===== src/rtl/rr_seq_pkg.sv =====
// Shared constants and FSM state codes for the rr_shift_seq sequencer.
package rr_seq_pkg;
  localparam int WORD_W    = 16;
  localparam int WORDS     = 16;
  localparam int CNT_W     = 9;
  localparam int MAX_SHIFT = 256;

  localparam logic [2:0] ST_IDLE   = 3'd0;
  localparam logic [2:0] ST_CLR    = 3'd1;
  localparam logic [2:0] ST_LOAD   = 3'd2;
  localparam logic [2:0] ST_SHIFT  = 3'd3;
  localparam logic [2:0] ST_UNLOAD = 3'd4;
endpackage


===== src/rtl/rr_seq_cnt.sv =====
// Loadable down-counter with enable, sync clear and zero flag; holds at zero.
module rr_seq_cnt #(
  parameter int W = 9
) (
  input  logic         clk,
  input  logic         rst_n,
  input  logic         clr,
  input  logic         load,
  input  logic [W-1:0] din,
  input  logic         en,
  output logic [W-1:0] cnt,
  output logic         zero
);
  always_ff @(posedge clk or negedge rst_n) begin
    if (!rst_n)                  cnt <= '0;
    else if (clr)                cnt <= '0;
    else if (load)               cnt <= din;
    else if (en && cnt != '0)    cnt <= cnt - W'(1);
  end

  assign zero = (cnt == '0);
endmodule


===== src/rtl/rr_shift_seq.sv =====
// Word-serial sequencer for the 256-bit right-shift register: clear, load, shift, unload.
// Optional RR_SEQ_ZERO_FLAG_EN adds is_zero (all result words zero, valid with done).
module rr_shift_seq
  import rr_seq_pkg::*;
#(
  parameter int WORD_W = rr_seq_pkg::WORD_W,
  parameter int WORDS  = rr_seq_pkg::WORDS,
  parameter int CNT_W  = rr_seq_pkg::CNT_W
) (
  input  logic              clk,
  input  logic              rst_n,
  input  logic              start,
  input  logic              abort,
  input  logic [CNT_W-1:0]  shift_num,
  input  logic              fill_bit,
  input  logic              in_valid,
  output logic              in_ready,
  input  logic [WORD_W-1:0] in_data,
  output logic              out_valid,
  input  logic              out_ready,
  output logic [WORD_W-1:0] out_data,
  input  logic [WORD_W-1:0] reg_regout,
  output logic              reg_we,
  output logic              reg_sel_rs,
  output logic              reg_clr,
  output logic              reg_bit256,
  output logic [WORD_W-1:0] reg_regin,
  output logic              busy,
`ifdef RR_SEQ_ZERO_FLAG_EN
  output logic              is_zero,
`endif
  output logic              done
);
  localparam int WC_W = $clog2(WORDS);
  localparam logic [CNT_W-1:0] MAXC  = CNT_W'(MAX_SHIFT);
  localparam logic [WC_W-1:0]  LASTW = WC_W'(WORDS - 1);

  logic [2:0]       state_q, state_d;
  logic             abort_q;
  logic [WC_W-1:0]  wcnt_q;
  logic             done_q;
  logic [CNT_W-1:0] n_sat, cnt;
  logic             cnt_zero;

  logic idle, st_load, st_shift, st_unload, kill, load_acc, out_acc, last_w;

  assign idle      = (state_q == ST_IDLE);
  assign st_load   = (state_q == ST_LOAD);
  assign st_shift  = (state_q == ST_SHIFT);
  assign st_unload = (state_q == ST_UNLOAD);
  assign kill      = !idle && abort;
  assign load_acc  = st_load && in_valid && !abort;
  assign out_acc   = st_unload && out_ready && !abort;
  assign last_w    = (wcnt_q == LASTW);
  assign n_sat     = (shift_num > MAXC) ? MAXC : shift_num;

  rr_seq_cnt #(.W(CNT_W)) u_shcnt (
    .clk   (clk),
    .rst_n (rst_n),
    .clr   (kill),
    .load  (idle && start),
    .din   (n_sat),
    .en    (st_shift && !abort),
    .cnt   (cnt),
    .zero  (cnt_zero)
  );

  always_comb begin
    state_d = state_q;
    case (state_q)
      ST_IDLE:   if (start) state_d = ST_CLR;
      // a CLR reached through abort drains straight back to IDLE
      ST_CLR:    state_d = abort_q ? ST_IDLE : ST_LOAD;
      ST_LOAD:   if (load_acc && last_w) state_d = cnt_zero ? ST_UNLOAD : ST_SHIFT;
      ST_SHIFT:  if (cnt == CNT_W'(1)) state_d = ST_UNLOAD;
      ST_UNLOAD: if (out_acc && last_w) state_d = ST_IDLE;
      default:   state_d = ST_IDLE;
    endcase
    if (kill) state_d = ST_CLR;
  end

  always_ff @(posedge clk or negedge rst_n) begin
    if (!rst_n) begin
      state_q <= ST_IDLE;
      abort_q <= 1'b0;
      wcnt_q  <= '0;
      done_q  <= 1'b0;
    end else begin
      state_q <= state_d;
      abort_q <= kill;
      done_q  <= out_acc && last_w;
      if (kill)                     wcnt_q <= '0;
      else if (load_acc || out_acc) wcnt_q <= last_w ? '0 : wcnt_q + WC_W'(1);
    end
  end

`ifdef RR_SEQ_ZERO_FLAG_EN
  logic zacc_q;
  always_ff @(posedge clk or negedge rst_n) begin
    if (!rst_n) begin
      zacc_q  <= 1'b0;
      is_zero <= 1'b0;
    end else begin
      if (idle && start)  zacc_q <= 1'b1;
      else if (out_acc)   zacc_q <= zacc_q && (reg_regout == '0);
      is_zero <= out_acc && last_w && zacc_q && (reg_regout == '0);
    end
  end
`endif

  // handshake readies are state-only; reg_we follows the partner's valid/ready
  assign busy       = !idle;
  assign done       = done_q;
  assign in_ready   = st_load;
  assign out_valid  = st_unload;
  assign out_data   = st_unload ? reg_regout : '0;
  assign reg_clr    = (state_q == ST_CLR);
  assign reg_sel_rs = st_shift;
  assign reg_bit256 = st_shift && fill_bit;
  assign reg_regin  = st_load ? in_data : '0;
  assign reg_we     = ((st_load && in_valid) || st_shift || (st_unload && out_ready)) && !abort;
endmodule

===== config.mk =====
export PLATFORM = sky130hd
export DESIGN_NAME = rr_shift_seq
export DESIGN_NICKNAME = d
export VERILOG_FILES = /design/src/rtl/rr_seq_pkg.sv /design/src/rtl/rr_seq_cnt.sv /design/src/rtl/rr_shift_seq.sv
export SDC_FILE = /design/constraint.sdc
export NUM_CORES = 1
export LEC_CHECK = 0
export BUFFER_PORTS_ARGS = -buffer_cell sky130_fd_sc_hd__buf_2
export CAP_MARGIN = 15
export CORE_MARGIN = 2
export CORE_UTILIZATION = 44
export CTS_CLUSTER_DIAMETER = 50
export DETAILED_ROUTE_END_ITERATION = 8
export GPL_ROUTABILITY_DRIVEN = 1
export GPL_TIMING_DRIVEN = 1
export PLACE_DENSITY_LB_ADDON = 0.25
export SYNTH_ARGS = -nofsm -noshare
export SYNTH_HDL_FRONTEND = slang
export SYNTH_SLANG_ARGS = --single-unit

===== constraint.sdc =====
create_clock -name clk -period 2.4 [get_ports clk]
set_clock_uncertainty 0.2 [all_clocks]
set_input_delay 0.48 -clock clk [delete_from_list [all_inputs] [get_ports clk]]
set_output_delay 0.48 -clock clk [all_outputs]
set_load 0.03 [all_outputs]

==> impl_metrics.toml, run 1 <==
[clock_tree]
clockBufferDepth = 2
cts.sinks = 18
numCtsBuffers = 3
root_buffer = "clkbuf_4"
htree_num_levels = 1
clk_latency_ps = 300
path_clk_slew_ps = 100
cts_tree = "yes"

[sta]
timing.slew.headroom_pct = 68.6
tightestPinTransition_ps = 468
period_share_pct = 94.2
timing.final.crit_period_ps = 2260
max_freq_ghz = 0.443
setup_viol_count_final = 0
final-hold-violation-count = 0
slew_violations = 0

[yosys]
yosysUniqueCellTypes = 46
yosys_warnings = 0
syn-num-nets = 225
netlist_area_sq_um = 1510
yosys_register_bits = 18
syn_inst = 173
yosysSeqAreaShare_pct = 29.9
avgSynthCellArea_sq_um = 8.70
synth_async_sr_flop_share_pct = 100
synth_enable_flop_cells = 0
yosys_most_used_dff = "dfrtp_1"

[worst_setup_path]
crit_path_max_incr_delay_ps = 500
cpMaxStageDelayCell = "dfrtp_2"
rr_startpoint = "u_shcnt.cnt[0]$_DFFE_PN0P_"
critical_path_required_ps = 1720
reg2reg_slack_ps = 240
r2r_cells = 6
cp.arrival_ps = 1580
path_max_fanout = 20
cp-start-kind = "register"
end_kind = "output pin"
crit_chain = "nor3b_1, buf_4, and2_1, buf_2"
rr_endpoint = "u_shcnt.cnt[6]$_DFFE_PN0P_"
worstSetupPathType = "reg2out"

[placed_design]
dp_hpwl_microns = 3000
placed_area_sq_um = 2010
dp_cells = 304
gp_congestion = 0.845
numPortBuffers = 87

[drt]
wire_per_inst_microns = 12.9
dr.pass1.iters = 4
viasPerCell = 5.00
wl_microns = 4020
ant_nets = 0
drc = 0
drtIter0Drc = 92
dr_total_vias = 1556

[global_route]
grt_first_pass_wirelength_microns = 6760
overflow = 0
grt_max_degree = 21
grt_pass1_vias = 1441
antenna_found_initial = 0
grt.total_usage_pct = 21.0

[min_path]
whs_endpoint = "u_shcnt.cnt[1]$_DFFE_PN0P_"
hp-class = "in2reg"
hold_path_depth = 2
worstHoldStart = "shift_num[1]"

[finish]
finalInstanceArea_sq_um = 2060
fin_nets = 319
area_growth_pct = 37.2
layout.cells.non_filler = 311
antenna_cells = 0
multiInputGateArea_sq_um = 995
num-fill-cells = 304
drive_gt1_share_pct = 43.4
seqCellArea_sq_um = 454

[outcome]
status = "complete, no violations"

[floorplanning]
die_area_sq_um = 3910
core_sq_um = 3310
die_height_microns = 62.5
die_w_microns = 62.5
num_rows = 21
floorplan.initialDensity_pct = 45.5
ios = 88

[job]
cap_violations = 0

[pwr]
irDropWorstVdd_uv = 499
p_per_area_nw_per_um2 = 944
power.leakage_nw = 1.09
## layer usage
| metal | share of wire, % | wire length [microns] | global-route usage, % | vias to the layer above |
|---|---|---|---|---|
| li1 | - | - | - | 810 |
| met1 | 46 | 1860 | 28.3 | 701 |
| met2 | 48 | 1940 | 35.1 | 40 |
| met3 | 4.8 | 192 | 4.50 | 5 |
| met4 | 0.52 | 21 | 3.33 | 0 |
| met5 | 0 | 0 | 0 | - |
## critical path, delay by kind of cell (launching register included)
family,cells,cell delay [ps]
DFF,1,500
buffers and inverters,2,420
and+or+nand+nor,2,360
## registers in the layout, summed over array words and instances, names as in the netlist
signal,flops
state_q,3
wcnt_q,4
u_shcnt.cnt,9
abort_q,1
done,1
## how the worst max path moves through the flow
stage	startpoint	end	slack, ps	depth (start not counted)
2_1_floorplan	state_q[0]$_DFFE_PN0P_	reg_regin[10]	80	4
6_report	state_q[0]$_DFFE_PN0P_	reg_regin[14]	140	4
5_1_grt	state_q[2]$_DFFE_PN0P_	reg_regin[15]	-1	4
4_1_cts	state_q[0]$_DFFE_PN0P_	reg_regin[14]	7	4
3_3_place_gp	abort	reg_we	320	4
3_5_place_dp	u_shcnt.cnt[0]$_DFFE_PN0P_	u_shcnt.cnt[6]$_DFFE_PN0P_	320	6
## what timing repair did
item / in CTS / in global routing
hold buffers: 1 / 0
endpoints found under the hold margin: 18 / 0
pin swaps: 0 / 0
buffers inserted: 0 / 3
setup endpoints to repair: 3 / 33
resized for setup: 1 / 2
## Yosys cell counts (all sizes together) (5+ instances only)
cell    number  share of area [%]
mux2i        5                3.3
inv          6                1.5
a21oi        9                3.0
nand3        6                2.0
dfrtp       18                 30
nor4         5                3.1
and3         7                2.9
nor2        10                2.5
and2        34                 14
a211oi       5                2.8
nand2       11                2.7
## cell families (layout without fill, tap and decap cells)
logic type	after synthesis	count (layout)	synth area share, %
buf+inv	14	106	3.99
flops	18	18	29.9
fa+ha+maj	4	4	3.33
mux	5	5	3.33
compound gates	31	31	16.0
xor+xnor	2	2	1.16
simple gates	99	99	42.3
## final cells by class
type	count	share of cell area, %
Clock buffer	3	1.09
Inverter	6	1.09
Multi-Input combinational cell	141	48.2
Sequential cell	18	22.0
Tap cell	46	2.79
Timing Repair Buffer	97	24.8
## layout by cell type, fill, tap and decap left out, drive strengths merged, types with 2 or more instances in the layout
master and count:
inv 6, nand4bb 3, and3 7, ha 4, nand3 6, a211oi 5
nand4 3, a311oi 2, nor2 10, xnor2 2, o21ai 4, nor2b 2
nor4 5, dfrtp 18, a21oi 9, nor3 4, and2 34, or2 2
clkbuf 3, a32o 2, a31oi 3, buf 96, mux2i 5, or3 4
nor3b 3, nand2 11
## per-stage QoR
stage / total power, mW / util [%] / hold slack [ps] / worst slack (ps) / TNS, ps
finish: 1.95 / 62.4 / 195 / 140 / 0
global route: 2.11 / 62.4 / 195 / -0.959 / -0.959
CTS: 1.91 / 61.6 / 194 / 6.52 / 0
detailed placement: 1.74 / 60.6 / 241 / 319 / 0
global placement: 1.74 / 60.6 / 243 / 316 / 0
floorplan: 1.43 / - / -15.6 / 77.9 / 0
## power by group
part | internal, mW | total [mW] | switching [mW]
Sequential | 0.397 | 0.546 | 0.149
Combinational | 0.517 | 1.25 | 0.734
Clock | 0.0585 | 0.153 | 0.0940
Total | 0.973 | 1.95 | 0.977
Note: power is estimated with default switching activity, not from simulation.
==> run 2: changes to the inputs <==
--- a/config.mk
+++ b/config.mk
@@ -5,6 +5,7 @@
 export SDC_FILE = /design/constraint.sdc
 export NUM_CORES = 1
 export LEC_CHECK = 0
+export ABC_AREA = 1
 export BUFFER_PORTS_ARGS = -buffer_cell sky130_fd_sc_hd__buf_2
 export CAP_MARGIN = 15
 export CORE_MARGIN = 2
==> run 2 against run 1 <==
Net effect:
- worst hold slack gained 61 ps
- non-clock buffer count fell by 7
- core utilization shrank 0.15 points
- combinational power about the same
- first-iteration DRC count fell by 52%
- register-to-register slack improved by 300 ps
- sequential power down 20%
- critical path type unchanged
- routed wire length is 0.95% lower
- synthesized cell count up 50%
- clock-buffer cell count increased by 1
- largest power group unchanged
- global-route usage grew 0.10 points
==> impl_metrics.toml, run 2 <==
[finish]
seqCellArea_sq_um = 452
regMostFlops = "u_shcnt.cnt"
layout.cells.non_filler = 396
mostFrequentLayoutCell = "buf_2"
largest_reg_flops = 9
final_cell_mix = "buf_2, nand2_1, nor2_1"
reg_top3 = "u_shcnt.cnt: 9 flops, wcnt_q: 4 flops, state_q: 3 flops"
final_core_util_pct = 62.2
area_growth_pct = 36.4
drive_gt1_share_pct = 31.4
num-fill-cells = 336
multiInputGateArea_sq_um = 861
antenna_cells = 0
fin_nets = 403

[yosys]
yosys_warnings = 0
synth_enable_flop_cells = 0
yosysTopAreaCellShare_pct = 29.6
yosysSeqAreaShare_pct = 29.6
yosysMostFrequentCell = "nand2_1"
yosys_most_used_dff = "dfrtp_1"
synth.area.top_cells = "dfrtp_1, nand2_1, nor2_1"
avgSynthCellArea_sq_um = 5.87
syn-num-nets = 311
synth_commonest_cells = "nand2_1, nor2_1, inv_1, nand3_1, dfrtp_1"
syn_inst = 259
synth_top_cell_by_area = "dfrtp_1"
yosysUniqueCellTypes = 26
synth_async_sr_flop_share_pct = 100
netlist_area_sq_um = 1520
yosys_register_bits = 18

[global_route]
grt_max_degree = 19
grt_first_pass_wirelength_microns = 6910
grt_use_met2_pct = 39.4
grt_util_met1_pct = 23.5
antenna_found_initial = 0
grt.total_usage_pct = 21.1
overflow = 0
met3_usage_pct = 4.86
grt_pass1_vias = 1677
busiest_layer = "met2"

[sta]
max_freq_ghz = 0.440
setup_viol_count_final = 0
tightestPinTransition_ps = 539
final-hold-violation-count = 0
fin_ws_ps = 126
timing.slew.headroom_pct = 63.9
slew_violations = 0
period_share_pct = 94.8
timing.final.crit_period_ps = 2270

[worst_setup_path]
worstSetupPathType = "reg2out"
cp_common_cell = "nand2_2"
crit_chain = "inv_2, nand2_2, nor2_4, nand3_1, nand2_2, or2_1, clkbuf_4"
path_max_fanout = 6
critical_path_required_ps = 1720
cpMaxStageDelayCell = "dfrtp_1"
cp.arrival_ps = 1590
crit_path_max_incr_delay_ps = 430
end_kind = "output pin"
cp-start-kind = "register"

[pwr]
irDropWorstVdd_uv = 407
p_clk_share_pct = 10.2
power.leakage_nw = 1.37
combPwrFrac_pct = 66.1
p_sw_mw = 0.994
internal-power_mw = 0.854
finalPower_mw = 1.85
p_per_area_nw_per_um2 = 891
pwr-share-seq_pct = 23.8
switching_share_pct = 53.8

[floorplanning]
die_height_microns = 62.8
num_rows = 21
floorplan.initialDensity_pct = 45.6
die_w_microns = 62.8
core_sq_um = 3340
die_area_sq_um = 3940
ios = 88

[drt]
dr_total_vias = 1797
drc = 0
viasPerCell = 4.54
wire_per_inst_microns = 10.0
wl_microns = 3980
drtIter0Drc = 44
ant_nets = 0
dr.pass1.iters = 4

[clock_tree]
cts_tree = "yes"
clockBufferDepth = 2
path_clk_slew_ps = 100
cts.sinks = 18
clk_latency_ps = 290
htree_num_levels = 1
numCtsBuffers = 3
root_buffer = "clkbuf_4"

[min_path]
hp-class = "in2reg"

[placed_design]
numPortBuffers = 87
gp_congestion = 0.897
dp_slack_ps = 401
dp_hpwl_microns = 3170
dp_cells = 390

[job]
cap_violations = 0

[outcome]
status = "complete, no violations"
==> run 2: power by group through the flow <==
stage | clock network, mW | registers, mW | logic [mW]
after floorplan | 0 | 0.430 | 0.904
after global placement | 0 | 0.440 | 1.17
after detailed placement | 0 | 0.443 | 1.19
after CTS | 0.195 | 0.437 | 1.19
after global routing | 0.212 | 0.449 | 1.36
final | 0.188 | 0.439 | 1.22
==> run 2: worst paths after layout <==
path / startpoint / end / slack, ps / cells after the start
max: state_q[2]$_DFFE_PN0P_ / reg_we / 130 / 7
min: out_ready / done$_DFF_PN0_ / 260 / 3
max reg2reg: state_q[1]$_DFFE_PN0P_ / u_shcnt.cnt[3]$_DFFE_PN0P_ / 540 / 8
min reg2reg: u_shcnt.cnt[7]$_DFFE_PN0P_ / u_shcnt.cnt[7]$_DFFE_PN0P_ / 310 / 2
max in group asynchronous: rst_n / state_q[0]$_DFFE_PN0P_ / 1210 / 2
min in group asynchronous: rst_n / state_q[1]$_DFFE_PN0P_ / 470 / 2
==> run 2: worst max-delay path: cells and delay by family, from the launching register on <==
family	cells	cell delay, ps
and+or+nand+nor	5	610
DFF	1	430
buffers and inverters	2	270
==> run 2: layer usage <==
| layer | share of wire, % | routed length, microns |
|---|---|---|
| met4 | 1.5 | 61 |
| met5 | 0 | 0 |
| met3 | 8.6 | 341 |
| met2 | 48 | 1910 |
| met1 | 42 | 1670 |
==> run 2: cell type report <==
cell class / instances / share of cell area (%)
Sequential cell: 18 / 21.8
Inverter: 55 / 9.95
Timing Repair Buffer: 90 / 22.3
Tap cell: 46 / 2.77
Multi-Input combinational cell: 183 / 41.5
Clock buffer: 4 / 1.75
==> run 2: logic make-up after synthesis <==
kind of cell               after synthesis  share of synthesized area [%]
and+or+nand+nor                        166                           47.0
AOI/OAI and AO/OA                       11                           4.52
xor gates and xnor gates                 2                           1.15
adders and majority gates                4                           3.29
DFF                                     18                           29.6
buffers and inverters                   58                           14.5
==> run 2: stage by stage <==
step	area, sq um	TNS, ps	hold slack, ps
after floorplan	1520	0	-15.6
after global placement	2010	0	236
after detailed placement	2010	0	236
after CTS	2050	0	250
after global routing	2080	-14.0	266
final	2080	0	255
==> run 2: timing repair <==
| action | 4_1_cts | 5_1_grt |
|---|---|---|
| setup buffers | 0 | 1 |
| hold buffers | 1 | 0 |
| resized for setup | 0 | 4 |
| hold endpoints to repair | 18 | 0 |
| endpoints found under the setup margin | 0 | 8 |
